## src/rtl/reg_dump_reader_pkg.sv

```systemverilog
// rtl/reg_dump_reader_pkg.sv - miniRISC common widths and dump-engine state encoding (DUMP_CHECKSUM_EN adds CSUM)
package reg_dump_reader_pkg;

  localparam int ADDR_W   = 5;
  localparam int DATA_W   = 32;
  localparam int NUM_REGS = 32;

  typedef enum logic [2:0] {
    ST_IDLE = 3'd0,
    ST_LOAD = 3'd1,
    ST_SEND = 3'd2,
    ST_DONE = 3'd3
`ifdef DUMP_CHECKSUM_EN
    ,
    ST_CSUM = 3'd4
`endif
  } state_t;

endpackage

```

## src/rtl/reg_dump_reader.sv

```systemverilog
// rtl/reg_dump_reader.sv - register-file sweep and valid/ready stream-out engine (optional DUMP_CHECKSUM_EN)
module reg_dump_reader #(
  parameter int NUM_REGS = reg_dump_reader_pkg::NUM_REGS,
  parameter int ADDR_W   = reg_dump_reader_pkg::ADDR_W,
  parameter int DATA_W   = reg_dump_reader_pkg::DATA_W
) (
  input  logic              clk,
  input  logic              rst,
  input  logic              start,
  output logic [ADDR_W-1:0] rd_addr,
  input  logic [DATA_W-1:0] rd_data,
  output logic              out_valid,
  input  logic              out_ready,
  output logic [DATA_W-1:0] out_data,
  output logic [ADDR_W-1:0] out_addr,
  output logic              out_last,
  output logic              busy,
  output logic              done
);
  import reg_dump_reader_pkg::*;

  localparam logic [ADDR_W-1:0] LAST_IDX = ADDR_W'(NUM_REGS - 1);

  state_t            state;
  state_t            state_nxt;
  logic [ADDR_W-1:0] idx;
  logic              hs;
  logic              at_last;

  assign hs      = out_valid & out_ready;
  assign at_last = (idx == LAST_IDX);
  assign rd_addr = idx;
  assign busy    = (state != ST_IDLE);
  assign done    = (state == ST_DONE);

`ifdef DUMP_CHECKSUM_EN
  logic [DATA_W-1:0] csum;

  // running XOR of every value captured in this dump
  always_ff @(posedge clk or negedge rst) begin
    if (!rst) begin
      csum <= '0;
    end else if (state == ST_IDLE && start) begin
      csum <= '0;
    end else if (state == ST_LOAD) begin
      csum <= csum ^ rd_data;
    end
  end
`endif

  // state register
  always_ff @(posedge clk or negedge rst) begin
    if (!rst) state <= ST_IDLE;
    else      state <= state_nxt;
  end

  // next-state: one LOAD/SEND pair per register, then DONE for one cycle
  always_comb begin
    state_nxt = state;
    case (state)
      ST_IDLE: if (start) state_nxt = ST_LOAD;
      ST_LOAD: state_nxt = ST_SEND;
      ST_SEND: begin
        if (hs) begin
          if (!at_last) begin
            state_nxt = ST_LOAD;
          end else begin
`ifdef DUMP_CHECKSUM_EN
            state_nxt = ST_CSUM;
`else
            state_nxt = ST_DONE;
`endif
          end
        end
      end
`ifdef DUMP_CHECKSUM_EN
      ST_CSUM: if (hs) state_nxt = ST_DONE;
`endif
      ST_DONE: state_nxt = ST_IDLE;
      default: state_nxt = ST_IDLE;
    endcase
  end

  // sweep index and output holding register; beat fields only change on LOAD or handshake
  always_ff @(posedge clk or negedge rst) begin
    if (!rst) begin
      idx       <= '0;
      out_valid <= 1'b0;
      out_last  <= 1'b0;
      out_data  <= '0;
      out_addr  <= '0;
    end else begin
      case (state)
        ST_IDLE: if (start) idx <= '0;
        ST_LOAD: begin
          out_data  <= rd_data;
          out_addr  <= idx;
          out_valid <= 1'b1;
`ifdef DUMP_CHECKSUM_EN
          out_last  <= 1'b0;
`else
          out_last  <= at_last;
`endif
        end
        ST_SEND: begin
          if (hs) begin
            out_valid <= 1'b0;
            if (!at_last) begin
              idx <= idx + 1'b1;
            end else begin
`ifdef DUMP_CHECKSUM_EN
              out_valid <= 1'b1;
              out_data  <= csum;
              out_addr  <= '0;
              out_last  <= 1'b1;
`else
              out_last  <= 1'b0;
`endif
            end
          end
        end
`ifdef DUMP_CHECKSUM_EN
        ST_CSUM: begin
          if (hs) begin
            out_valid <= 1'b0;
            out_last  <= 1'b0;
          end
        end
`endif
        ST_DONE: idx <= '0;
        default: ;
      endcase
    end
  end

endmodule

```

## config.mk

```make
export PLATFORM = sky130hd
export DESIGN_NAME = reg_dump_reader
export DESIGN_NICKNAME = d
export VERILOG_FILES = /design/src/rtl/reg_dump_reader_pkg.sv /design/src/rtl/reg_dump_reader.sv
export SDC_FILE = /design/constraint.sdc
export NUM_CORES = 1
export LEC_CHECK = 0
export ABC_AREA = 1
export CORE_MARGIN = 4
export CORE_UTILIZATION = 42
export CTS_CLUSTER_SIZE = 28
export DETAILED_ROUTE_END_ITERATION = 10
export GPL_ROUTABILITY_DRIVEN = 0
export PLACE_DENSITY = 0.8
export SETUP_SLACK_MARGIN = 0.5
export SLEW_MARGIN = 15
export SYNTH_ARGS = -nofsm -noshare
export SYNTH_HDL_FRONTEND = slang
export SYNTH_SLANG_ARGS = --single-unit
```

## constraint.sdc

```tcl
create_clock -name clk -period 1.6 [get_ports clk]
set_input_delay 0.24 -clock clk [delete_from_list [all_inputs] [get_ports clk]]
set_output_delay 0.24 -clock clk [all_outputs]
set_load 0.05 [all_outputs]
```

* Yosys cells after proc, flatten, opt, wreduce, memory -nomap -nowiden
Index checks and enable logic that the tools add are counted.
** Storage, ports and cells
- Register bits :: 47
- Bits of input ports :: 36
- Output and inout port bits :: 46
** Operators by class
- Bitwise logic cells :: 1
- Reduce and logical (&&, ||, !) cells :: 8
- Multiplexer cells :: 13
- Add/sub/neg operators :: 1
- Equality and inequality tests :: 8
** Operators by type and width (count)
- 5-bit 2-to-1 mux :: 3
- 5-bit case mux with 3 select lines :: 1
- 3-bit case mux with 3 select lines :: 1
- 2-bit != test, second input constant :: 4
- 3-bit by 2-bit == test with 1-bit output, second input constant :: 2
- 3-bit 2-to-1 mux :: 2
- 3-bit nonzero test :: 2
- 5-bit by 1-bit adder with 5-bit output, second input constant :: 1
- 5-bit == test, second input constant :: 1
- 1-bit case mux with 2 select lines :: 2
- 2-bit AND reduction :: 2
- 4-bit AND reduction :: 1
- 3-bit by 1-bit == test with 1-bit output, second input constant :: 1
- 3-bit zero test :: 1
- 1-bit 2-to-1 mux :: 3
- 3-bit AND reduction :: 1
- 2-bit 2-to-1 mux :: 1
- 2-bit nonzero test :: 1
- 1-bit bitwise AND :: 1

* Longest topological paths before layout
- Depth after elaboration :: 4
- Depth in mapped cells :: 9
- Depth with buffers taken out :: 9

* Worst setup path before layout
OpenSTA, ideal clock, no wires.
- Path kind :: register to register
- From :: register idx[0], in the netlist rd_addr[0]
- To :: register out_last
- Required time :: 1.481 ns
- Stages on the path, launching flop included :: 10
- Slack :: -0.211 ns
- Library setup time :: 0.119 ns
- Buffers on the path :: 0
- Data arrival time :: 1.692 ns
- Cells stage by stage :: dfrtp_1 > ha_1 > nand2_1 > nor2_1 > ha_1 > nand3_1 > nand2_1 > nand2_1 > nand2_1 > nand2_1
** Between the ends
- Longest elaborated chain between the ends :: 3
- Elaborated cells between the ends (all ways) :: 4
- Those cells by class :: 2 x eq/ne; 1 x mux; 1 x reduce/logical
** RTL lines
- start: declaration :: RTL line reg_dump_reader.sv:26 : logic [ADDR_W-1:0] idx;
- start signal: assignment :: RTL line reg_dump_reader.sv:109 : idx <= idx + 1'b1;
- 5-bit == test (*) :: RTL line reg_dump_reader.sv:31 : assign at_last = (idx == LAST_IDX);
- 2-bit != test (no line)
- 3-bit AND reduction (no line)
- end signal: assignment :: RTL line reg_dump_reader.sv:102 : out_last <= at_last;
- end: declaration :: RTL line reg_dump_reader.sv:16 : output logic out_last,
Every way passes the cells marked *; elsewhere a longest branch is shown, timed or not.
A chain may end at the register's enable or synchronous reset.

* Worst setup path after layout
- From :: register idx[0], in the netlist rd_addr[0]
- To :: register idx[0], in the netlist rd_addr[0]
** Between the ends
- Longest elaborated chain between the ends :: 4
- Elaborated cells between the ends (all ways) :: 7
- Those cells by class :: 1 x add/sub; 2 x eq/ne; 3 x mux; 1 x reduce/logical
** RTL lines
- 5-bit by 1-bit adder with 5-bit output :: RTL line reg_dump_reader.sv:109
- 5-bit 2-to-1 mux :: RTL line reg_dump_reader.sv:108 : if (!at_last) begin
- 5-bit 2-to-1 mux :: RTL line reg_dump_reader.sv:106 : if (hs) begin
- 5-bit case mux with 3 select lines :: RTL line reg_dump_reader.sv:93 : case (state)
Several ways; a longest one is shown, not always the timed one. The select of a mux whose other input is x is not followed.

==> run_results.csv <==
group,metric,value,unit
critical_path,timing.critical_path.slowest_stage_cell,"sky130_fd_sc_hd__dfrtp_2",
pwr,power.density,2510,nW/um^2
run_status,outcome,"completed",
drt,detail_route.drc_violations,0,
timing,fmaxAchievable,692,MHz
grt,grt.overflow.total,0,
drt,drt-vias-per-instance,4.97,
logic_synthesis,synth-adder-area-share,1.33,%
logic_synthesis,post_synth_and_or_nand_nor_area_fraction,9.90,%
logic_synthesis,yosys_warnings,0,
timing,final.setup_skew,0.00788,ns
clocking,cts.htree.levels,2,
logic_synthesis,yosysSeqAreaShare,61.1,%
timing,period_minus_slack,1.44,ns
clocking,tritoncts.num_buffers,5,
die,floorplan.die_area,5620,sq um
placed_design,hpwl,3.07,mm
timing,worst_pin_slew,0.249,ns
critical_path,timing.critical_path.slowest_cell_delay,0.44,ns
critical_path,critical_path_class,"register to register",
layout,finalInstanceArea,3730,sq um
grt,grt_antenna_before_repair,0,
pwr,static-leakage-power,1.86,nW
critical_path,critical_path_required,1.84,ns
clocking,worst_setup_hold_path_clk_slew,0.09,ns
placed_design,io_buffer_count,81,
critical_path,path_delay_family,"simple AND/OR/NAND/NOR gates",
timing,slew_violations,0,
logic_synthesis,synth-compound-area-share,1.99,%
clocking,ctsRootBufferMaster,"sky130_fd_sc_hd__clkbuf_8",
grt,gr-usage-all-layers,19.7,%
logic_synthesis,post_synth_xor_area_fraction,0,%
pwr,peakVddDrop,1550,uV
logic_synthesis,synth_top_cell_by_area,"sky130_fd_sc_hd__dfrtp_1",
drt,antenna_violating_nets_post_route,0,
clocking,worst_skew_pair.late_latency,0.30,ns
die,initial_util,43.2,%
die,placementRows,24,
layout,final_layout_size_suffix_gt1_share,58.3,%
timing,finalSetupViolations,0,
logic_synthesis,synth_top_family_by_area,"multiplexers",
die,placeableCoreArea,4350,sq um
logic_synthesis,post_syn_area,1880,sq um
layout,area_growth_syn_to_layout,97.9,%
timing,timing.final.hold_violations,0,
placed_design,detailed_place.area,2730,sq um
worst_hold_path,holdCritPathClass,"primary input to asynchronous set/reset pin",
die,ioPinCount,82,
layout,stdcell_count,328,
timing,totalNegativeSetupSlack,0,ns
logic_synthesis,synth.avg_cell_area,13.3,sq um
layout,filler_cell_count,209,
critical_path,worst_setup_path_end_kind,"register",
placed_design,place.detailed.instances,275,
timing,finalHoldWorstSlack,0.445,ns
logic_synthesis,synth_cells,142,
logic_synthesis,yosys.area.top_type_share,61.1,%
drt,routed-via-count,1631,
critical_path,start_kind,"register",
layout,fin_nets,313,
critical_path,worstPathCellList,"ha_4, nand2_4, nor2_4, ha_4, nand3_4, nand2_8, nor2_4, nand2_1, nand2_1",
drt,wl_final,6.49,mm
critical_path,crit_path_max_fanout,7,
layout,n_antenna_cell,0,
drt,detail_route.first_pass.iterations,4,
clocking,clkSinkCount,46,
logic_synthesis,yosys.cell_types.count,17,
grt,maximum_number_of_pins_on_one_net_before_global_route_repair,47,
timing,rsz0062_at_grt,"yes",
critical_path,critical_path.n_buffers_inverters,0,
grt,global_route_wire_length_before_repair,8.24,mm
layout,final_core_util,85.6,%
die,die_h,75.0,microns
critical_path,critical_path_arrival,1.68,ns
die,horizontal_die_dimension,75.0,microns
clocking,clock_tree.buffer_depth,2,
drt,detail_route.wl_per_cell,19.8,microns
logic_synthesis,post_synth_main_area_contributors,"sky130_fd_sc_hd__dfrtp_1, sky130_fd_sc_hd__mux2_2, sky130_fd_sc_hd__nand2_1, sky130_fd_sc_hd__clkbuf_8, sky130_fd_sc_hd__o21ai_0",
drt,initialDrtViolationCount,78,
logic_synthesis,total_of_flip_flops_plus_latches_after_synthesis,46,
timing,slew_headroom,83.4,%
clocking,cts_tree,"built",
timing,period_share,90.3,%
flow_run,maxCapViolations,0,
logic_synthesis,yosys-mux-area-fraction,21.5,%
logic_synthesis,synth.net_count,180,
grt,grt_pass1_vias,1606,
cells in the final DEF (no fill, tap or decap), types with 2 or more instances in the layout:
master                            instances
sky130_fd_sc_hd__clkinv_2                 2
sky130_fd_sc_hd__nor2_1                   6
sky130_fd_sc_hd__buf_12                   9
sky130_fd_sc_hd__nand3_1                  2
sky130_fd_sc_hd__clkbuf_8                 5
sky130_fd_sc_hd__buf_4                   28
sky130_fd_sc_hd__inv_1                    3
sky130_fd_sc_hd__nand2_8                  2
sky130_fd_sc_hd__mux2_4                  36
sky130_fd_sc_hd__dfrtp_2                  6
sky130_fd_sc_hd__dfrtp_1                 40
sky130_fd_sc_hd__nor2_4                   2
sky130_fd_sc_hd__o21ai_1                  5
sky130_fd_sc_hd__clkdlybuf4s50_1         34
sky130_fd_sc_hd__nand2_1                 19
sky130_fd_sc_hd__buf_16                   4
sky130_fd_sc_hd__buf_6                   51
sky130_fd_sc_hd__ha_4                     2
sky130_fd_sc_hd__nand2_4                  4
area by class of cell:
type / instances / area [sq um] / share of cell area [%]
clock buffer: 5 / 68.8 / 1.85
inverter: 6 / 30.0 / 0.806
sequential: 46 / 1160 / 31.1
tap: 52 / 65.1 / 1.75
multi-input combinational: 86 / 895 / 24.0
timing repair buffer: 130 / 1470 / 39.4
clock inverter: 3 / 40.0 / 1.07
what timing repair did:
item	in CTS	in global routing
pin swaps	11	8
setup buffers	21	18
hold endpoints to repair	46	0
gates resized for setup	88	34
cloned	4	1
setup endpoints to repair	92	92
hold buffers	1	0
per-stage QoR:
| stage | setup WS, ns | power (mW) |
|---|---|---|
| floorplan | 0.0455 | 4.85 |
| global placement | 0.201 | 6.06 |
| detailed placement | 0.141 | 6.14 |
| CTS | 0.214 | 8.53 |
| global route | 0.101 | 9.70 |
| finish | 0.156 | 9.34 |
Yosys cell counts (all sizes together):
cell / instances
dfrtp: 46
mux2: 36
nand2: 26
nor2: 8
inv: 6
o21ai: 6
clkbuf: 4
nand3: 4
ha: 2
nand3b: 1
nand4: 1
nor3b: 1
o211ai: 1
worst min-delay path: stages:
cell and delay [ns]:
sky130_fd_sc_hd__dlygate4sd3_1 0.52, sky130_fd_sc_hd__buf_2 0.12, sky130_fd_sc_hd__buf_12 0.25
power by group:
group / switching (mW) / internal [mW] / leakage [nW]
Sequential: 0.429 / 1.68 / 0.553
Clock: 0.411 / 0.461 / 0.0579
Combinational: 3.23 / 3.13 / 1.25
Total: 4.07 / 5.27 / 1.86
registers in the layout (all words and copies together) (netlist names):
| name | flops |
|---|---|
| out_data | 32 |
| rd_addr | 5 |
| state | 2 |
| out_addr | 5 |
| out_last | 1 |
| out_valid | 1 |
final timing paths:
| path | startpoint | endpoint | slack [ns] | cells past startpoint |
|---|---|---|---|---|
| worst max-delay path | rd_addr[0] | rd_addr[0] | 0.16 | 9 |
| min in group clk | out_data[17] | out_data[17] | 0.54 | 1 |
| worst min-delay path | rst | out_data[17] | 0.45 | 3 |
| worst max register to register | rd_addr[0] | rd_addr[0] | 0.16 | 9 |
| worst min register to register | out_data[17] | out_data[17] | 0.54 | 1 |
| max in group asynchronous | rst | rd_addr[1] | 0.92 | 3 |
routing by layer:
| metal | wire length (microns) | GRT usage, % |
|---|---|---|
| met1 | 2570 | 26.3 |
| met2 | 3290 | 31.4 |
| met3 | 512 | 6.28 |
| met4 | 123 | 4.94 |
| met5 | 0 | 0 |
cells by family after synthesis:
family                   Yosys count
buffers and inverters             10
AND/OR/NAND/NOR                   41
adder cells (fa/ha/maj)            2
AO/OA/AOI/OAI                      7
flip-flops                        46
multiplexers                      36
Power figures use the tool's default switching activity.
